**config.mk**
```make
export PLATFORM = sky130hd
export DESIGN_NAME = div_issue_ctrl
export DESIGN_NICKNAME = d
export VERILOG_FILES = /design/src/rtl/div_issue_ctrl.sv
export SDC_FILE = /design/constraint.sdc
export NUM_CORES = 1
export LEC_CHECK = 0
export ABC_CLOCK_PERIOD_IN_PS = 6840
export CORE_MARGIN = 2
export CORE_UTILIZATION = 41
export CTS_BUF_LIST = sky130_fd_sc_hd__clkbuf_4 sky130_fd_sc_hd__clkbuf_8
export DETAILED_ROUTE_END_ITERATION = 8
export PLACE_DENSITY = 0.82
export SYNTH_ARGS = -nofsm -noshare
export SYNTH_HDL_FRONTEND = slang
export SYNTH_SLANG_ARGS = --single-unit
```
**constraint.sdc**
```tcl
create_clock -name clk -period 6.84 [get_ports clk]
set_clock_uncertainty 0.05 [all_clocks]
set_input_delay 1.368 -clock clk [delete_from_list [all_inputs] [get_ports clk]]
set_output_delay 1.368 -clock clk [all_outputs]
set_load 0.05 [all_outputs]
```
**src/rtl/div_issue_ctrl.sv**
```systemverilog
// EX-stage sequencer for the iterative divider: issues DIV/DIVU, stalls the
// pipeline until the result returns, writes HI/LO, handles flush and a watchdog.
module div_issue_ctrl #(
  parameter int unsigned TIMEOUT_CYC = 48
) (
  input  logic        clk,
  input  logic        rst,
  input  logic        div_req_i,
  input  logic        div_signed_i,
  input  logic [31:0] reg1_i,
  input  logic [31:0] reg2_i,
  input  logic        flush_i,
  input  logic [63:0] div_result_i,
  input  logic        div_ready_i,
  output logic        div_start_o,
  output logic        div_annul_o,
  output logic        div_signed_o,
  output logic [31:0] div_opdata1_o,
  output logic [31:0] div_opdata2_o,
  output logic        stallreq_o,
  output logic        whilo_o,
  output logic [31:0] hi_o,
  output logic [31:0] lo_o,
  output logic        err_timeout_o
);

  localparam int unsigned CW = $clog2(TIMEOUT_CYC + 1);

  typedef enum logic [1:0] {
    S_IDLE  = 2'd0,
    S_WAIT  = 2'd1,
    S_WRITE = 2'd2
  } state_t;

  state_t        r_state;
  state_t        w_state_nxt;
  logic [CW-1:0] r_wd_cnt;
  logic          r_start;
  logic          r_signed;
  logic [31:0]   r_op1;
  logic [31:0]   r_op2;
  logic          r_whilo;
  logic [31:0]   r_hi;
  logic [31:0]   r_lo;
  logic          r_err;

  logic          w_accept;
  logic          w_done;
  logic          w_timeout;
  logic          w_stall;
  logic          w_annul;

  // NOTE: sequential state uses non-blocking assignments so every register
  // samples the pre-edge values, independent of statement order.
  always_ff @(posedge clk or posedge rst) begin
    if (rst) r_state <= S_IDLE;
    else     r_state <= w_state_nxt;
  end

  // NOTE: every combinational output gets a default first, so no path
  // through the case statement can infer a latch.
  always_comb begin
    w_state_nxt = r_state;
    w_accept    = 1'b0;
    w_done      = 1'b0;
    w_timeout   = 1'b0;
    w_stall     = 1'b0;
    w_annul     = 1'b0;
    case (r_state)
      S_IDLE: begin
        if (div_req_i && !flush_i) begin
          w_accept    = 1'b1;
          w_stall     = 1'b1;
          w_state_nxt = S_WAIT;
        end
      end
      S_WAIT: begin
        w_stall = 1'b1;
        // Flush outranks ready; a result arriving on the last watchdog cycle still lands.
        if (flush_i) begin
          w_annul     = 1'b1;
          w_state_nxt = S_IDLE;
        end else if (div_ready_i) begin
          w_done      = 1'b1;
          w_state_nxt = S_WRITE;
        end else if (r_wd_cnt == CW'(TIMEOUT_CYC)) begin
          w_annul     = 1'b1;
          w_timeout   = 1'b1;
          w_state_nxt = S_IDLE;
        end
      end
      S_WRITE: w_state_nxt = S_IDLE;
      default: w_state_nxt = S_IDLE;
    endcase
  end

  always_ff @(posedge clk or posedge rst) begin
    if (rst) begin
      r_wd_cnt <= '0;
      r_start  <= 1'b0;
      r_signed <= 1'b0;
      r_op1    <= '0;
      r_op2    <= '0;
      r_whilo  <= 1'b0;
      r_hi     <= '0;
      r_lo     <= '0;
      r_err    <= 1'b0;
    end else begin
      r_start  <= (w_state_nxt == S_WAIT);
      r_whilo  <= w_done;
      r_wd_cnt <= (r_state == S_WAIT && w_state_nxt == S_WAIT) ? r_wd_cnt + 1'b1 : '0;
      if (w_accept) begin
        r_signed <= div_signed_i;
        r_op1    <= reg1_i;
        r_op2    <= reg2_i;
      end
      if (w_done) begin
        r_hi <= div_result_i[63:32];
        r_lo <= div_result_i[31:0];
      end
      if (w_timeout) r_err <= 1'b1;
    end
  end

  // Combinational handshakes are held quiet while reset is asserted.
  assign stallreq_o    = w_stall & ~rst;
  assign div_annul_o   = w_annul & ~rst;
  assign div_start_o   = r_start;
  assign div_signed_o  = r_signed;
  assign div_opdata1_o = r_op1;
  assign div_opdata2_o = r_op2;
  assign whilo_o       = r_whilo;
  assign hi_o          = r_hi;
  assign lo_o          = r_lo;
  assign err_timeout_o = r_err;

endmodule

```
==> results.sh, run 1 <==
export IMPL_synth_area_um2=5330
export IMPL_worstReg2RegEnd="hi_o[14]"
export IMPL_crit_path_end_kind="output port"
export IMPL_gp_congestion=0.733
export IMPL_wirelength_mm=14.4
export IMPL_io_buffers=267
export IMPL_row_count=41
export IMPL_die_area_um2=13900
export IMPL_antenna_cells=0
export IMPL_r2r_start="r_state[1]"
export IMPL_cts_inserted_buffers=17
export IMPL_static_leakage_power_nw=3.85
export IMPL_holdWs_ns=0.425
export IMPL_slowest_delay_ns=0.83
export IMPL_drtAntennaViolNets=0
export IMPL_post_dp_cell_area_um2=8110
export IMPL_cts_max_level=4
export IMPL_start_util_pct=42.1
export IMPL_power_mw=3.14
export IMPL_cp_max_fo=6
export IMPL_final_nets=861
export IMPL_finalHoldViolCount=0
export IMPL_clkSinkCount=140
export IMPL_die_w_um=118
export IMPL_drt_first_pass_iters=4
export IMPL_cp_slowest_cell="clkdlybuf4s50_1"
export IMPL_top_level_ports=268
export IMPL_gr_total_overflow=0
export IMPL_setup_viol=0
export IMPL_cts_tree="built"
export IMPL_drt_initial_drc_count=189
export IMPL_rsz0062_at_grt="false"
export IMPL_final_cell_count_no_fill=909
export IMPL_fmax_ghz=0.198
export IMPL_layout_min_cycle_time_ns=5.06
export IMPL_ys_top_cells_by_area="dfrtp_1 (66%), nand2_1 (14%), mux2_2 (13%), buf_6 (1.7%), buf_2 (0.66%)"
export IMPL_internal_power_mw=1.83
export IMPL_fillers=979
export IMPL_critPathKind="primary input to output port"
export IMPL_worst_pin_slew_ns=1.08
export IMPL_worstPathRequired_ns=5.42
export IMPL_yosysTopAreaCell="dfrtp_1"
export IMPL_cts_setup_buffers=0
export IMPL_clk_insertion_delay_late_ns=0.44
export IMPL_yosysWarnings=0
export IMPL_swShare_pct=41.6
export IMPL_via_per_inst=4.67
export IMPL_grt_pass1_wl_mm=23.2
export IMPL_die_height_um=118
export IMPL_hold_path_class="register to register"
export IMPL_dp_slack_ns=1.81
export IMPL_antenna_found_initial=0
export IMPL_setup_slack_ns=1.78
export IMPL_reg2regPathDepth=4
export IMPL_dp_cells=878
export IMPL_drc=0
export IMPL_syn_to_final_growth_pct=59.2
export IMPL_synthCells=457
export IMPL_synth_cell_types=27
export IMPL_slew_viol_final=0
export IMPL_grt_max_degree=81
export IMPL_grt_pass1_vias=4395
export IMPL_synth_top_area_share_pct=65.7
export IMPL_cts_resized=0
export IMPL_seqPwrFrac_pct=35.5
export IMPL_ys_ff_latch=140
export IMPL_power_frac_clock_pct=20.0
export IMPL_vias=4244
export IMPL_fin_setup_tns_ns=0
export IMPL_path_clk_slew_ns=0.07
export IMPL_worstSetupStartpointType="primary input"
export IMPL_final_util_pct=67.0
export IMPL_postCtsHoldBufs=0
export IMPL_power_frac_comb_pct=44.4
export IMPL_grtUsageTotal_pct=21.5
export IMPL_worstPathCellList="clkdlybuf4s50_1 > or4b_2 > a21oi_2 > clkdlybuf4s50_1"
export IMPL_syn_num_nets=593
export IMPL_cap_viol_max_count=0
export IMPL_wl_per_cell_um=15.8
export IMPL_stdcell_area_um2=8490
export IMPL_hold_depth=2
export IMPL_root_buffer="clkbuf_8"
export IMPL_critical_path_most_common_cell="clkdlybuf4s50_1"
export IMPL_peakVddDrop_v=0.000160
export IMPL_drive_above_1_share_pct=13.7
export IMPL_hold_start="div_opdata1_o[11]"
export IMPL_cp_arrival_ns=3.64
export IMPL_cts_buffer_depth=2
export IMPL_period_share_pct=73.9
export IMPL_holdPathEnd="div_opdata1_o[11]"
export IMPL_status="completed"
export IMPL_r2r_slack_ns=3.93
export IMPL_synth_seq_area_share_pct=65.7
export IMPL_core_area_um2=12700
export IMPL_slew_headroom_pct=27.4
export IMPL_synth_area_per_cell_um2=11.7
export IMPL_dp_hpwl_mm=10.5
export IMPL_power_density_nw_per_um2=370
export IMPL_switchingPower_mw=1.31
==> cell usage in the layout, fill, tap and decap left out <==
| cell | synthesis | final |
|---|---|---|
| clkdlybuf4s50_1 | 0 | 267 |
| nand2_1 | 198 | 198 |
| dfrtp_1 | 140 | 140 |
| mux2_2 | 61 | 61 |
| clkbuf_8 | 0 | 20 |
| nor2_1 | 7 | 7 |
| buf_4 | 1 | 4 |
| mux2_1 | 3 | 3 |
| inv_1 | 4 | 3 |
| clkinvlp_4 | 0 | 3 |
| nand3_1 | 2 | 2 |
| xor2_1 | 2 | 2 |
| inv_6 | 0 | 2 |
| ha_1 | 2 | 2 |
| clkbuf_4 | 0 | 2 |
| clkinv_4 | 0 | 2 |
| clkinv_2 | 0 | 2 |
| nand2b_1 | 1 | 1 |
| nor3b_2 | 0 | 1 |
| nor4b_2 | 0 | 1 |
| or4b_2 | 0 | 1 |
| nor3b_1 | 2 | 1 |
| nand4b_1 | 1 | 1 |
| nor4b_1 | 2 | 1 |
| o21ai_1 | 1 | 1 |
| xnor2_1 | 1 | 1 |
| o21ai_0 | 1 | 1 |
| or3_1 | 1 | 1 |
| a21oi_1 | 1 | 1 |
| a21oi_2 | 1 | 1 |
| nor3_1 | 1 | 1 |
| o21a_1 | 1 | 1 |
| a21o_1 | 1 | 1 |
| bufinv_16 | 0 | 1 |
==> layout make-up <==
type                            count  area, um2  area share (%)
Timing Repair Buffer              271       2700            31.8
Clock inverter                      9       88.8            1.05
Clock buffer                       22        290            3.42
Sequential cell                   140       3500            41.3
Multi-Input combinational cell    291       1670            19.7
Inverter                            4       20.0           0.236
Tap cell                          172        215            2.53
==> layer usage <==
metal	wire (um)	vias up	global-route usage (%)
met5	0	-	0
met4	342	0	8.89
met3	1300	31	8.62
met2	7200	197	36.0
met1	5560	2029	24.3
li1	-	1987	-
==> sequential cells by signal, summed over array words and instances (netlist names) <==
signal,count
div_opdata1_o,32
div_opdata2_o,32
hi_o,32
lo_o,32
r_wd_cnt,6
r_state,2
div_signed_o,1
div_start_o,1
err_timeout_o,1
whilo_o,1
==> worst max-delay path, delay by kind of cell <==
kind	cells	cell delay, ns
buffers and inverters	2	1.36
AND/OR/NAND/NOR	1	0.74
AO/OA/AOI/OAI	1	0.16
==> power by group through the flow <==
stage	Clock (mW)	Combinational [mW]	Sequential (mW)
after floorplan	0	0.199	1.80
after CTS	0.649	1.41	1.12
after detailed placement	0	1.40	1.13
after global routing	0.683	1.45	1.14
after global placement	0	1.39	1.12
final	0.630	1.39	1.12
==> cells in the mapped netlist <==
| cell type | number |
|---|---|
| or3_1 | 1 |
| nor3b_1 | 2 |
| mux2_2 | 61 |
| nor2_1 | 7 |
| buf_2 | 7 |
| buf_4 | 1 |
| xor2_1 | 2 |
| buf_6 | 8 |
| o21ai_1 | 1 |
| nand2_1 | 198 |
| nor3_1 | 1 |
| xnor2_1 | 1 |
| ha_1 | 2 |
| a21oi_2 | 1 |
| a21oi_1 | 1 |
| nor4b_1 | 2 |
| o21a_1 | 1 |
| dfrtp_1 | 140 |
| nand2b_1 | 1 |
| or4b_1 | 1 |
| inv_1 | 4 |
| a21o_1 | 1 |
| o21ai_0 | 1 |
| nand4b_1 | 1 |
| clkbuf_1 | 6 |
| mux2_1 | 3 |
| nand3_1 | 2 |
==> kinds of logic after synthesis <==
group                      Yosys count  share of synthesized area (%)
and+or+nand+nor                    216                           15.9
DFF                                140                           65.7
muxes                               64                           13.5
buffers and inverters               26                           3.19
AOI/OAI and AO/OA                    6                          0.727
xor gates and xnor gates             3                          0.493
adders and majority gates            2                          0.469
==> worst max-delay path by stage <==
| stage | startpoint | endpoint |
|---|---|---|
| finish | flush_i | stallreq_o |
| global route | flush_i | stallreq_o |
| CTS | flush_i | stallreq_o |
| detailed placement | flush_i | stallreq_o |
| global placement | flush_i | stallreq_o |
| floorplan | rst | div_opdata1_o[0] |
Note: power is estimated with default switching activity, not from simulation.
==> run 2: changes to the inputs <==
--- a/config.mk
+++ b/config.mk
@@ -5,7 +5,7 @@
 export SDC_FILE = /design/constraint.sdc
 export NUM_CORES = 1
 export LEC_CHECK = 0
-export ABC_CLOCK_PERIOD_IN_PS = 6840
+export ABC_CLOCK_PERIOD_IN_PS = 4900
 export CORE_MARGIN = 2
 export CORE_UTILIZATION = 41
 export CTS_BUF_LIST = sky130_fd_sc_hd__clkbuf_4 sky130_fd_sc_hd__clkbuf_8
==> constraint.sdc (replaced) <==
create_clock -name clk -period 4.9 [get_ports clk]
set_clock_uncertainty 0.05 [all_clocks]
set_input_delay 0.98 -clock clk [delete_from_list [all_inputs] [get_ports clk]]
set_output_delay 0.98 -clock clk [all_outputs]
set_load 0.05 [all_outputs]
==> run 2 against run 1 <==
Compared with the run above: power increased by 43%; worst setup slack worse by 1.1 ns; worst hold slack got worse by 0.014 ns; global-route usage decreased by 0.41 points; sequential share of layout area down 0.37 points; routed wire length down 1.5%; sequential cell count unchanged; clock power is 57% higher; clock-buffer cell count did not move; die area unchanged; design area grew 0.91%; critical endpoint unchanged; highest routed layer unchanged.
==> results.sh, run 2 (synthesized netlist as in run 1, its figures left out) <==
export IMPL_status="completed"
export IMPL_layout_commonest_cell="clkdlybuf4s50_1"
export IMPL_slew_headroom_pct=33.0
export IMPL_gp_congestion=0.743
export IMPL_worstPathRequired_ns=3.87
export IMPL_final_nets=864
export IMPL_cts_tree="built"
export IMPL_hold_path_class="register to register"
export IMPL_gr_total_overflow=0
export IMPL_via_per_inst=4.66
export IMPL_worst_pin_slew_ns=1.01
export IMPL_row_count=41
export IMPL_hold_start="err_timeout_o"
export IMPL_cts_max_level=4
export IMPL_final_cell_mix="clkdlybuf4s50_1 (267), nand2_1 (198), dfrtp_1 (140)"
export IMPL_dp_slack_ns=0.642
export IMPL_fin_setup_tns_ns=0
export IMPL_wirelength_mm=14.2
export IMPL_postCtsHoldBufs=0
export IMPL_cp_arrival_ns=3.23
export IMPL_cts_resized=0
export IMPL_rsz0062_at_grt="false"
export IMPL_top_level_ports=268
export IMPL_crit_path_end_kind="output port"
export IMPL_layout_min_cycle_time_ns=4.26
export IMPL_crit_start="flush_i"
export IMPL_die_area_um2=13900
export IMPL_setup_slack_ns=0.637
export IMPL_wl_per_cell_um=15.5
export IMPL_drt_initial_drc_count=204
export IMPL_cts_inserted_buffers=17
export IMPL_static_leakage_power_nw=3.89
export IMPL_drt_first_pass_iters=4
export IMPL_io_buffers=267
export IMPL_r2r_start="r_state[1]"
export IMPL_path_clk_slew_ns=0.07
export IMPL_antenna_cells=0
export IMPL_drive_above_1_share_pct=14.2
export IMPL_cts_buffer_depth=2
export IMPL_root_buffer="clkbuf_8"
export IMPL_power_density_nw_per_um2=525
export IMPL_clk_insertion_delay_late_ns=0.44
export IMPL_grt_max_degree=112
export IMPL_final_util_pct=67.6
export IMPL_drtAntennaViolNets=0
export IMPL_power_mw=4.50
export IMPL_die_w_um=118
export IMPL_grt_pass1_wl_mm=22.9
export IMPL_cap_viol_max_count=0
export IMPL_fmax_ghz=0.235
export IMPL_finalHoldViolCount=0
export IMPL_worstSetupStartpointType="primary input"
export IMPL_critPathKind="primary input to output port"
export IMPL_cts_setup_buffers=0
export IMPL_fillers=955
export IMPL_grtUsageTotal_pct=21.1
export IMPL_grt_pass1_vias=4522
export IMPL_cp_max_fo=6
export IMPL_clkSinkCount=140
export IMPL_vias=4258
export IMPL_start_util_pct=42.1
export IMPL_dp_hpwl_mm=10.4
export IMPL_peakVddDrop_v=0.000256
export IMPL_die_height_um=118
export IMPL_slew_viol_final=0
export IMPL_antenna_found_initial=0
export IMPL_syn_to_final_growth_pct=60.7
export IMPL_setup_viol=0
export IMPL_drc=0
export IMPL_core_area_um2=12700
export IMPL_period_share_pct=87.0
run 2: cell types whose count changed in the layout (fill, tap and decap cells not counted):
cell        change
buf_4           +3
bufinv_16       +2
clkbuf_4        -1
clkbuf_8        +1
clkinv_2        +1
clkinvlp_4      -1
inv_6           -1
run 2: area by class of cell:
cell class | instances | area [um2] | share of cell area [%]
clock inverter | 10 | 138 | 1.61
sequential | 140 | 3500 | 40.9
inverter | 4 | 20.0 | 0.234
timing repair buffer | 274 | 2730 | 31.8
multi-input combinational | 291 | 1670 | 19.5
clock buffer | 22 | 297 | 3.46
tap | 172 | 215 | 2.51
run 2: worst paths after layout:
path	to	slack (ns)	cells past startpoint
worst max-delay path	stallreq_o	0.64	4
worst min-delay path	err_timeout_o	0.41	1
worst max register to register	lo_o[13]	2.84	4
worst min register to register	err_timeout_o	0.41	1
max in group asynchronous	lo_o[12]	2.78	3
min in group asynchronous	hi_o[28]	1.12	2
run 2: report_power, final:
| part | internal [mW] | total, mW | switching (mW) | leakage, nW |
|---|---|---|---|---|
| clock | 0.562 | 0.990 | 0.428 | 0.218 |
| sequential | 1.42 | 1.56 | 0.137 | 1.72 |
| combinational | 0.692 | 1.95 | 1.26 | 1.95 |
| total | 2.67 | 4.50 | 1.82 | 3.89 |
run 2: worst max-delay path, cell delays in order:
cell	delay, ns
clkdlybuf4s50_1	0.53
or4b_2	0.75
a21oi_2	0.16
clkdlybuf4s50_1	0.81
run 2: metrics by stage:
stage	hold WS (ns)	area, um2	instances
finish	0.411	8570	913
global route	0.420	8570	913
CTS	0.411	8570	913
detailed placement	0.393	8130	881
global placement	0.389	8130	881
floorplan	0.404	5330	457
run 2: per-layer routing:
layer  GRT usage, %  vias to the layer above  wire [um]
li1               -                     2002          -
met1           23.6                     2039       5610
met2           36.0                      189       7110
met3           8.62                       28       1120
met4           7.68                        0        348
met5              0                        -          0
